<file path="config.mk">
export PLATFORM = sky130hd
export DESIGN_NAME = instruction_flat
export DESIGN_NICKNAME = d
export VERILOG_FILES = /design/src/rtl/instruction_if.sv /design/src/rtl/instruction.sv /design/src/flat_wrapper.sv
export SDC_FILE = /design/constraint.sdc
export NUM_CORES = 1
export LEC_CHECK = 0
export ABC_AREA = 1
export BUFFER_PORTS_ARGS = -buffer_cell sky130_fd_sc_hd__buf_4
export CORE_MARGIN = 2
export CORE_UTILIZATION = 43
export CTS_CLUSTER_SIZE = 14
export DETAILED_ROUTE_END_ITERATION = 8
export GPL_ROUTABILITY_DRIVEN = 0
export PLACE_DENSITY = 0.79
export SYNTH_ARGS = -nofsm -noshare
export SYNTH_HDL_FRONTEND = slang
export SYNTH_SLANG_ARGS = --single-unit
</file>
<file path="constraint.sdc">
create_clock -name clk -period 1.2 [get_ports clk]
set_input_delay 0.12 -clock clk [delete_from_list [all_inputs] [get_ports clk]]
set_output_delay 0.12 -clock clk [all_outputs]
set_load 0.03 [all_outputs]
</file>
<file path="src/rtl/instruction_if.sv">
// Decoder bus for the RV32 instruction field decoder: the word stream in, the registered decoded fields out.
// The master drives words and the slave (the decoder) returns the fields.
interface instruction_if;
    logic        in_valid;
    logic [31:0] instruction;
    logic        out_valid;
    logic [6:0]  opcode;
    logic [4:0]  rd;
    logic [2:0]  funct3;
    logic [4:0]  rs1;
    logic [4:0]  rs2;
    logic [6:0]  funct7;
    logic [2:0]  fmt;
    logic [31:0] imm;
    logic        illegal;

    modport master (
        output in_valid, instruction,
        input  out_valid, opcode, rd, funct3, rs1, rs2, funct7, fmt, imm, illegal
    );

    modport slave (
        input  in_valid, instruction,
        output out_valid, opcode, rd, funct3, rs1, rs2, funct7, fmt, imm, illegal
    );
endinterface

</file>
<file path="src/rtl/instruction.sv">
// RV32 instruction field decoder with one cycle of registered latency.
// Immediate generation is built only when INSTRUCTION_IMM_EN is defined; otherwise imm is tied to 0.
module instruction (
    input  logic         clk,
    input  logic         rst_n,
    instruction_if.slave bus
);
    localparam logic [2:0] FMT_R   = 3'd0;
    localparam logic [2:0] FMT_I   = 3'd1;
    localparam logic [2:0] FMT_S   = 3'd2;
    localparam logic [2:0] FMT_B   = 3'd3;
    localparam logic [2:0] FMT_U   = 3'd4;
    localparam logic [2:0] FMT_J   = 3'd5;
    localparam logic [2:0] FMT_UNK = 3'd7;

    logic        out_valid_reg;
    logic [31:0] word_reg;
    logic [2:0]  fmt_reg;
    logic [2:0]  fmt_next;
    logic        illegal_reg;
    logic        illegal_next;

    // Any opcode with [1:0] != 2'b11 falls through to the unknown format.
    always_comb begin
        fmt_next = FMT_UNK;
        case (bus.instruction[6:0])
            7'h33:                                    fmt_next = FMT_R;
            7'h03, 7'h07, 7'h0F, 7'h13, 7'h67, 7'h73: fmt_next = FMT_I;
            7'h23, 7'h27:                             fmt_next = FMT_S;
            7'h63:                                    fmt_next = FMT_B;
            7'h37, 7'h17:                             fmt_next = FMT_U;
            7'h6F:                                    fmt_next = FMT_J;
            default:                                  fmt_next = FMT_UNK;
        endcase
        illegal_next = (fmt_next == FMT_UNK);
    end

    always_ff @(posedge clk) begin
        if (!rst_n) begin
            out_valid_reg <= 1'b0;
            word_reg      <= '0;
            fmt_reg       <= FMT_R;
            illegal_reg   <= 1'b0;
        end else begin
            out_valid_reg <= bus.in_valid;
            if (bus.in_valid) begin
                word_reg    <= bus.instruction;
                fmt_reg     <= fmt_next;
                illegal_reg <= illegal_next;
            end
        end
    end

`ifdef INSTRUCTION_IMM_EN
    logic [31:0] imm_reg;
    logic [31:0] imm_next;
    logic [31:0] w;

    assign w = bus.instruction;

    always_comb begin
        imm_next = '0;
        case (fmt_next)
            FMT_I:   imm_next = {{20{w[31]}}, w[31:20]};
            FMT_S:   imm_next = {{20{w[31]}}, w[31:25], w[11:7]};
            FMT_B:   imm_next = {{19{w[31]}}, w[31], w[7], w[30:25], w[11:8], 1'b0};
            FMT_U:   imm_next = {w[31:12], 12'b0};
            FMT_J:   imm_next = {{11{w[31]}}, w[31], w[19:12], w[20], w[30:21], 1'b0};
            default: imm_next = '0;
        endcase
    end

    always_ff @(posedge clk) begin
        if (!rst_n) begin
            imm_reg <= '0;
        end else if (bus.in_valid) begin
            imm_reg <= imm_next;
        end
    end

    assign bus.imm = imm_reg;
`else
    assign bus.imm = '0;
`endif

    // Field slices are taken raw from the held word, regardless of format.
    assign bus.out_valid = out_valid_reg;
    assign bus.opcode    = word_reg[6:0];
    assign bus.rd        = word_reg[11:7];
    assign bus.funct3    = word_reg[14:12];
    assign bus.rs1       = word_reg[19:15];
    assign bus.rs2       = word_reg[24:20];
    assign bus.funct7    = word_reg[31:25];
    assign bus.fmt       = fmt_reg;
    assign bus.illegal   = illegal_reg;
endmodule

</file>
<file path="src/flat_wrapper.sv">
// flat-port wrapper written by rule: the top's interface ports become plain ports
module instruction_flat 
  (clk, rst_n, bus_in_valid, bus_instruction, bus_out_valid, bus_opcode, bus_rd, bus_funct3, bus_rs1, bus_rs2, bus_funct7, bus_fmt, bus_imm, bus_illegal);
  instruction_if bus_i ();
  input  logic clk;
  input  logic rst_n;
  input wire logic [$bits(bus_i.in_valid)-1:0] bus_in_valid;
  input wire logic [$bits(bus_i.instruction)-1:0] bus_instruction;
  output wire logic [$bits(bus_i.out_valid)-1:0] bus_out_valid;
  output wire logic [$bits(bus_i.opcode)-1:0] bus_opcode;
  output wire logic [$bits(bus_i.rd)-1:0] bus_rd;
  output wire logic [$bits(bus_i.funct3)-1:0] bus_funct3;
  output wire logic [$bits(bus_i.rs1)-1:0] bus_rs1;
  output wire logic [$bits(bus_i.rs2)-1:0] bus_rs2;
  output wire logic [$bits(bus_i.funct7)-1:0] bus_funct7;
  output wire logic [$bits(bus_i.fmt)-1:0] bus_fmt;
  output wire logic [$bits(bus_i.imm)-1:0] bus_imm;
  output wire logic [$bits(bus_i.illegal)-1:0] bus_illegal;
  assign bus_i.in_valid = bus_in_valid;
  assign bus_i.instruction = bus_instruction;
  assign bus_out_valid = bus_i.out_valid;
  assign bus_opcode = bus_i.opcode;
  assign bus_rd = bus_i.rd;
  assign bus_funct3 = bus_i.funct3;
  assign bus_rs1 = bus_i.rs1;
  assign bus_rs2 = bus_i.rs2;
  assign bus_funct7 = bus_i.funct7;
  assign bus_fmt = bus_i.fmt;
  assign bus_imm = bus_i.imm;
  assign bus_illegal = bus_i.illegal;
  instruction u_core (.clk(clk), .rst_n(rst_n), .bus(bus_i));
endmodule
</file>
==> results of run 1 <==
## cell families (layout without fill, tap and decap cells)
| family | count (synthesis) | in the layout |
|---|---|---|
| AND/OR/NAND/NOR | 106 | 106 |
| buffers and inverters | 56 | 95 |
| flip-flops | 37 | 37 |
| other | 1 | 32 |
| AO/OA/AOI/OAI | 38 | 38 |
## path summary, 6_finish.rpt
kind	start	to	slack [ns]	cells past startpoint
min	bus_instruction[9]	u_core.word_reg[9]$_SDFFE_PN0P_	0.05	3
max	u_core.word_reg[1]$_SDFFE_PN0P_	bus_opcode[1]	0.28	1
min reg2reg	u_core.bus.illegal$_SDFFE_PN0P_	u_core.bus.illegal$_SDFFE_PN0P_	0.48	2
max reg2reg	u_core.word_reg[27]$_SDFFE_PN0P_	u_core.word_reg[27]$_SDFFE_PN0P_	0.56	2
## layout make-up
class / count / area (um2) / area share, %
Clock inverter: 1 / 8.76 / 0.383
Tap cell: 50 / 62.6 / 2.74
Multi-Input combinational cell: 176 / 782 / 34.2
Clock buffer: 6 / 72.6 / 3.17
Timing Repair Buffer: 74 / 568 / 24.8
Sequential cell: 37 / 741 / 32.4
Inverter: 14 / 52.6 / 2.30
## layer usage
layer / wire length [um] / vias up / part of all wire [%]
met4: 38 / 0 / 1.0
met5: 0 / - / 0
met2: 1740 / 68 / 47
met3: 418 / 3 / 11
met1: 1530 / 688 / 41
li1: - / 808 / -
## cells in the final DEF, fill, tap and decap left out
cell      count
inv_2         3
nand3_1       2
a21oi_2       1
nand3b_1      1
nor2_2        1
nor2_1       68
nor2_4        3
o21ai_0      32
conb_1       32
nand2_2       8
nand2_1      20
buf_4        73
clkbuf_1      1
inv_1        11
dfxtp_1      37
buf_12        1
nand3_2       3
clkbuf_8      5
a21oi_1       5
clkinv_4      1
## where the power goes
| group | leakage, nW | switching, mW | internal (mW) |
|---|---|---|---|
| Sequential | 0.308 | 0.0398 | 1.32 |
| Combinational | 0.862 | 0.493 | 0.248 |
| Clock | 0.0412 | 0.425 | 0.401 |
==> impl_metrics.toml, run 1 <==
[status]
outcome = "completed"

[floorplan]
die_area_um2 = 4580
rows = 23
io_pins = 104
fp.coreArea_um2 = 3940
die_w_um = 67.7
initial_core_util_pct = 44.2
dieHeight_um = 67.7

[power_and_ir_drop]
p_total_mw = 2.92
ir_drop_mv = 0.784
p_leak_nw = 1.21
powerDensity_nw_per_um2 = 1280

[clock_network]
clkSlewWorstSetupHoldPaths_ns = 0.07
cts_tree = "yes"
cts_resized = 0
root_buffer = "clkbuf_8"
cts-hold-fix-buffers = 0
cts.sink_count = 37
post_cts_buffers = 0
numCtsBuffers = 5
cts_buffer_depth = 2
cts.htree.levels = 2
insertion_delay_ns = 0.29

[synthesis]
syn_area_um2 = 1740
synth_warnings = 0
synth_top_cells_by_count = "nor2_1 (68), dfxtp_1 (37), buf_4 (33)"
synth_area_leaders = "dfxtp_1 (42%), nor2_1 (15%), buf_4 (14%), o21ai_0 (9.2%), nand2_1 (4.3%)"
synth_cell_types = 19
ys_ff_latch = 37
avgSynthCellArea_um2 = 7.33
seq_area_frac_synth_pct = 42.5
synthAdderAreaFrac_pct = 0
postSynthCellCount = 238
synthFlopType = "dfxtp_1"
synth_top_family_by_area = "simple AND/OR/NAND/NOR gates"
yosysTopAreaCellShare_pct = 42.5
synthSimpleGateAreaFrac_pct = 26.8
synth_mux_area_share_pct = 0
synth_compound_area_share_pct = 11.1
synth_edf_count = 0
synthXorXnorAreaFrac_pct = 0
synth_largest_area_cell = "dfxtp_1"
synth.most_common_cell = "nor2_1"
ys_async_sr_fraction_pct = 0

[critical_path]
arrival_ns = 0.80
crit_required_ns = 1.08
crit_family = "flip-flops"
cp_num_buf_inv = 1
critPathLaunchType = "flip-flop"
crit_fanout = 2
cp_slowest_cell = "dfxtp_1"
critPathMaxStageDelay_ns = 0.34
critPathKind = "flip-flop to output pin"
cp-end-kind = "output pin"
worstPathCellList = "buf_4"

[route]
routed_via_density = 4.38
wl_um = 3720
drc = 0
num_vias = 1567
drtIter0Drc = 68
drt_first_pass_iters = 4
ant_nets = 0
post_drt_wl_per_cell_um = 10.4

[flow_run]
max_cap_viol_count = 0

[global_route]
grt.overflow.total = 0
grt_antenna_before_repair = 0
grtUsageTotal_pct = 16.2
use_met1_pct = 19.3
grt_pass1_vias = 1250
grtUsageMet3_pct = 8.67
met2_usage_pct = 24.8
grt_first_pass_wirelength_um = 5430
gr-max-usage-layer = "met2"
grt_max_degree = 35

[timing]
finalCriticalPeriod_ns = 0.916
holdWs_ns = 0.0487
slew_violations = 0
setup_ws_ns = 0.284
setup_viol = 0
setup-tns-final_ns = 0
skew_ns = 0
rsz0062_at_grt = "no"
fmax_ghz = 1.09
hold_viol = 0
period_share_pct = 76.4

[final_layout]
drive_gt1_share_pct = 32.1
finalNetCount = 343
fillers = 421
utilization_pct = 58.0
largest_register_ffs = 32
fin_cells = 358
diodes = 0
postLayoutCellArea_um2 = 2290
synthToLayoutAreaGrowth_pct = 31.1

[placed_design]
dp_cells = 351
postPlaceCellArea_um2 = 2210
numPortBuffers = 71
place_ws_ns = 0.0727
dp_hpwl_um = 2800

[hold_path]
worst_hold_path_type = "input pin to flip-flop"
No activity file was read; power rests on OpenSTA's default activity.
==> run 2, diff against run 1 <==
--- a/config.mk
+++ b/config.mk
@@ -5,14 +5,14 @@
 export SDC_FILE = /design/constraint.sdc
 export NUM_CORES = 1
 export LEC_CHECK = 0
-export ABC_AREA = 1
+export ABC_AREA = 0
 export BUFFER_PORTS_ARGS = -buffer_cell sky130_fd_sc_hd__buf_4
 export CORE_MARGIN = 2
-export CORE_UTILIZATION = 43
+export CORE_UTILIZATION = 38
 export CTS_CLUSTER_SIZE = 14
 export DETAILED_ROUTE_END_ITERATION = 8
 export GPL_ROUTABILITY_DRIVEN = 0
-export PLACE_DENSITY = 0.79
+export PLACE_DENSITY = 0.75
 export SYNTH_ARGS = -nofsm -noshare
 export SYNTH_HDL_FRONTEND = slang
 export SYNTH_SLANG_ARGS = --single-unit
==> constraint.sdc (replaced) <==
create_clock -name clk -period 0.8 [get_ports clk]
set_input_delay 0.08 -clock clk [delete_from_list [all_inputs] [get_ports clk]]
set_output_delay 0.08 -clock clk [all_outputs]
set_load 0.03 [all_outputs]
==> run 2 against run 1 <==
The flow now finishes with violations (negative setup slack); critical path depth unchanged; power up 66%; die area up 10%; critical path type unchanged; critical endpoint is now bus_opcode[6]; clock skew unchanged.
==> impl_metrics.toml, run 2 <==
[global_route]
grtUsageTotal_pct = 13.9
grt.overflow.total = 0
grt_first_pass_wirelength_um = 5500
grt_pass1_vias = 1211
grt_antenna_before_repair = 0
grt_max_degree = 32

[hold_path]
worst_hold_path_type = "input pin to flip-flop"

[clock_network]
cts.htree.levels = 2
numCtsBuffers = 5
cts-hold-fix-buffers = 0
cts.sink_count = 37
cts_buffer_depth = 2
root_buffer = "clkbuf_8"
insertion_delay_ns = 0.28
clkSlewWorstSetupHoldPaths_ns = 0.07
cts_tree = "yes"

[synthesis]
synth_top_cells_by_count = "dfxtp_1 (37), buf_4 (34), mux2i_1 (32), nor2b_1 (32), o21ai_0 (4)"
synth_cell_types = 25
synth_area_leaders = "dfxtp_1 (43%), mux2i_1 (19%), buf_4 (15%), nor2b_1 (12%), nand3b_4 (1.2%)"
synth.most_common_cell = "dfxtp_1"
seq_area_frac_synth_pct = 43.4
ys_async_sr_fraction_pct = 0
avgSynthCellArea_um2 = 10.3
yosysTopAreaCellShare_pct = 43.4
ys_ff_latch = 37
postSynthCellCount = 166
synthFlopType = "dfxtp_1"
synth_warnings = 0
synth_edf_count = 0
synth_largest_area_cell = "dfxtp_1"
syn_area_um2 = 1710

[critical_path]
crit_required_ns = 0.72
critPathLaunchType = "flip-flop"
arrival_ns = 0.76
crit_family = "flip-flops"
critPathMaxStageDelay_ns = 0.35
cp_num_buf_inv = 1
cp_slowest_cell = "dfxtp_2"
critPathKind = "flip-flop to output pin"
crit_fanout = 2
cp-end-kind = "output pin"
worstPathCellList = "buf_6"

[final_layout]
drive_gt1_share_pct = 51.4
layout_commonest_cell = "buf_4"
final_cell_mix = "buf_4 (41), buf_6 (37), dfxtp_2 (37)"
diodes = 0
finalNetCount = 279
fin_cells = 297
utilization_pct = 58.6
synthToLayoutAreaGrowth_pct = 48.5
largest_register_ffs = 32
fillers = 387

[timing]
slew_violations = 0
setup-tns-final_ns = -1.01
period_share_pct = 105
setup_ws_ns = -0.0419
fmax_ghz = 1.19
setup_viol = 37
hold_viol = 0
holdWs_ns = 0.0449
finalCriticalPeriod_ns = 0.842
skew_ns = 0
rsz0062_at_grt = "yes"

[route]
drt_first_pass_iters = 2
num_vias = 1287
post_drt_wl_per_cell_um = 11.5
wl_um = 3420
routed_via_density = 4.33
drc = 0
drtIter0Drc = 29
ant_nets = 0

[placed_design]
dp_hpwl_um = 2500
numPortBuffers = 71
dp_cells = 288

[floorplan]
dieHeight_um = 71.0
fp.coreArea_um2 = 4320
io_pins = 104
rows = 24
die_area_um2 = 5040
die_w_um = 71.0
initial_core_util_pct = 39.4

[power_and_ir_drop]
p_leak_nw = 1.23
powerDensity_nw_per_um2 = 1920
ir_drop_mv = 1.09

[status]
outcome = "finished, violations left"
violations = "negative setup slack"

[flow_run]
max_cap_viol_count = 0
-- run 2: path summary, 6_finish.rpt --
check	cells past startpoint	slack [ns]	from	end
worst min register to register	2	0.52	u_core.bus.illegal$_SDFFE_PN0P_	u_core.bus.illegal$_SDFFE_PN0P_
worst min-delay path	3	0.04	bus_instruction[9]	u_core.word_reg[9]$_SDFFE_PN0P_
worst max-delay path	1	-0.04	u_core.word_reg[6]$_SDFFE_PN0P_	bus_opcode[6]
worst max register to register	3	0.07	u_core.word_reg[26]$_SDFFE_PN0P_	u_core.word_reg[26]$_SDFFE_PN0P_
-- run 2: cells by family (layout without fill, tap and decap cells) --
| group | count (synthesis) | count (layout) | synth area share [%] |
|---|---|---|---|
| compound gates | 12 | 12 | 4.55 |
| xor+xnor | 1 | 1 | 0.514 |
| buf+inv | 42 | 90 | 16.9 |
| flops | 37 | 37 | 43.4 |
| mux | 32 | 32 | 18.8 |
| other cells | 1 | 32 | 0.220 |
| simple gates | 41 | 41 | 15.6 |
-- run 2: cell type report --
| class | instances | area [um2] | share of cell area, % |
|---|---|---|---|
| clock inverters | 1 | 30.0 | 1.19 |
| flip-flops and latches | 37 | 787 | 31.1 |
| well taps | 52 | 65.1 | 2.57 |
| inverters | 2 | 7.51 | 0.296 |
| clock buffers | 7 | 86.3 | 3.41 |
| multi-input cells | 118 | 792 | 31.3 |
| repair buffers | 80 | 764 | 30.2 |
-- run 2: power breakdown --
group	switching (mW)	leakage [nW]	internal (mW)
Clock	0.634	0.0585	1.02
Sequential	0.0770	0.318	1.98
Combinational	0.656	0.853	0.495
-- run 2: what timing repair did --
item	4_1_cts	5_1_grt
gates resized for setup	73	0
setup buffers	0	1
endpoints found under the setup margin	37	37
-- run 2: metal layers --
| metal | global-route usage (%) | vias up | routed length (um) |
|---|---|---|---|
| met5 | 0 | - | 0 |
| met4 | 6.29 | 0 | 60 |
| met3 | 5.13 | 9 | 330 |
| met2 | 23.7 | 66 | 1670 |
| met1 | 15.5 | 573 | 1360 |
| li1 | - | 639 | - |
-- run 2: metrics by stage --
step | area (um2) | worst slack [ns] | power (mW)
floorplan | 1830 | 0.0178 | 2.85
global placement | 2220 | -0.160 | 3.13
detailed placement | 2220 | -0.155 | 3.14
CTS | 2520 | -0.0509 | 4.91
global route | 2530 | -0.0758 | 5.09
finish | 2530 | -0.0419 | 4.86
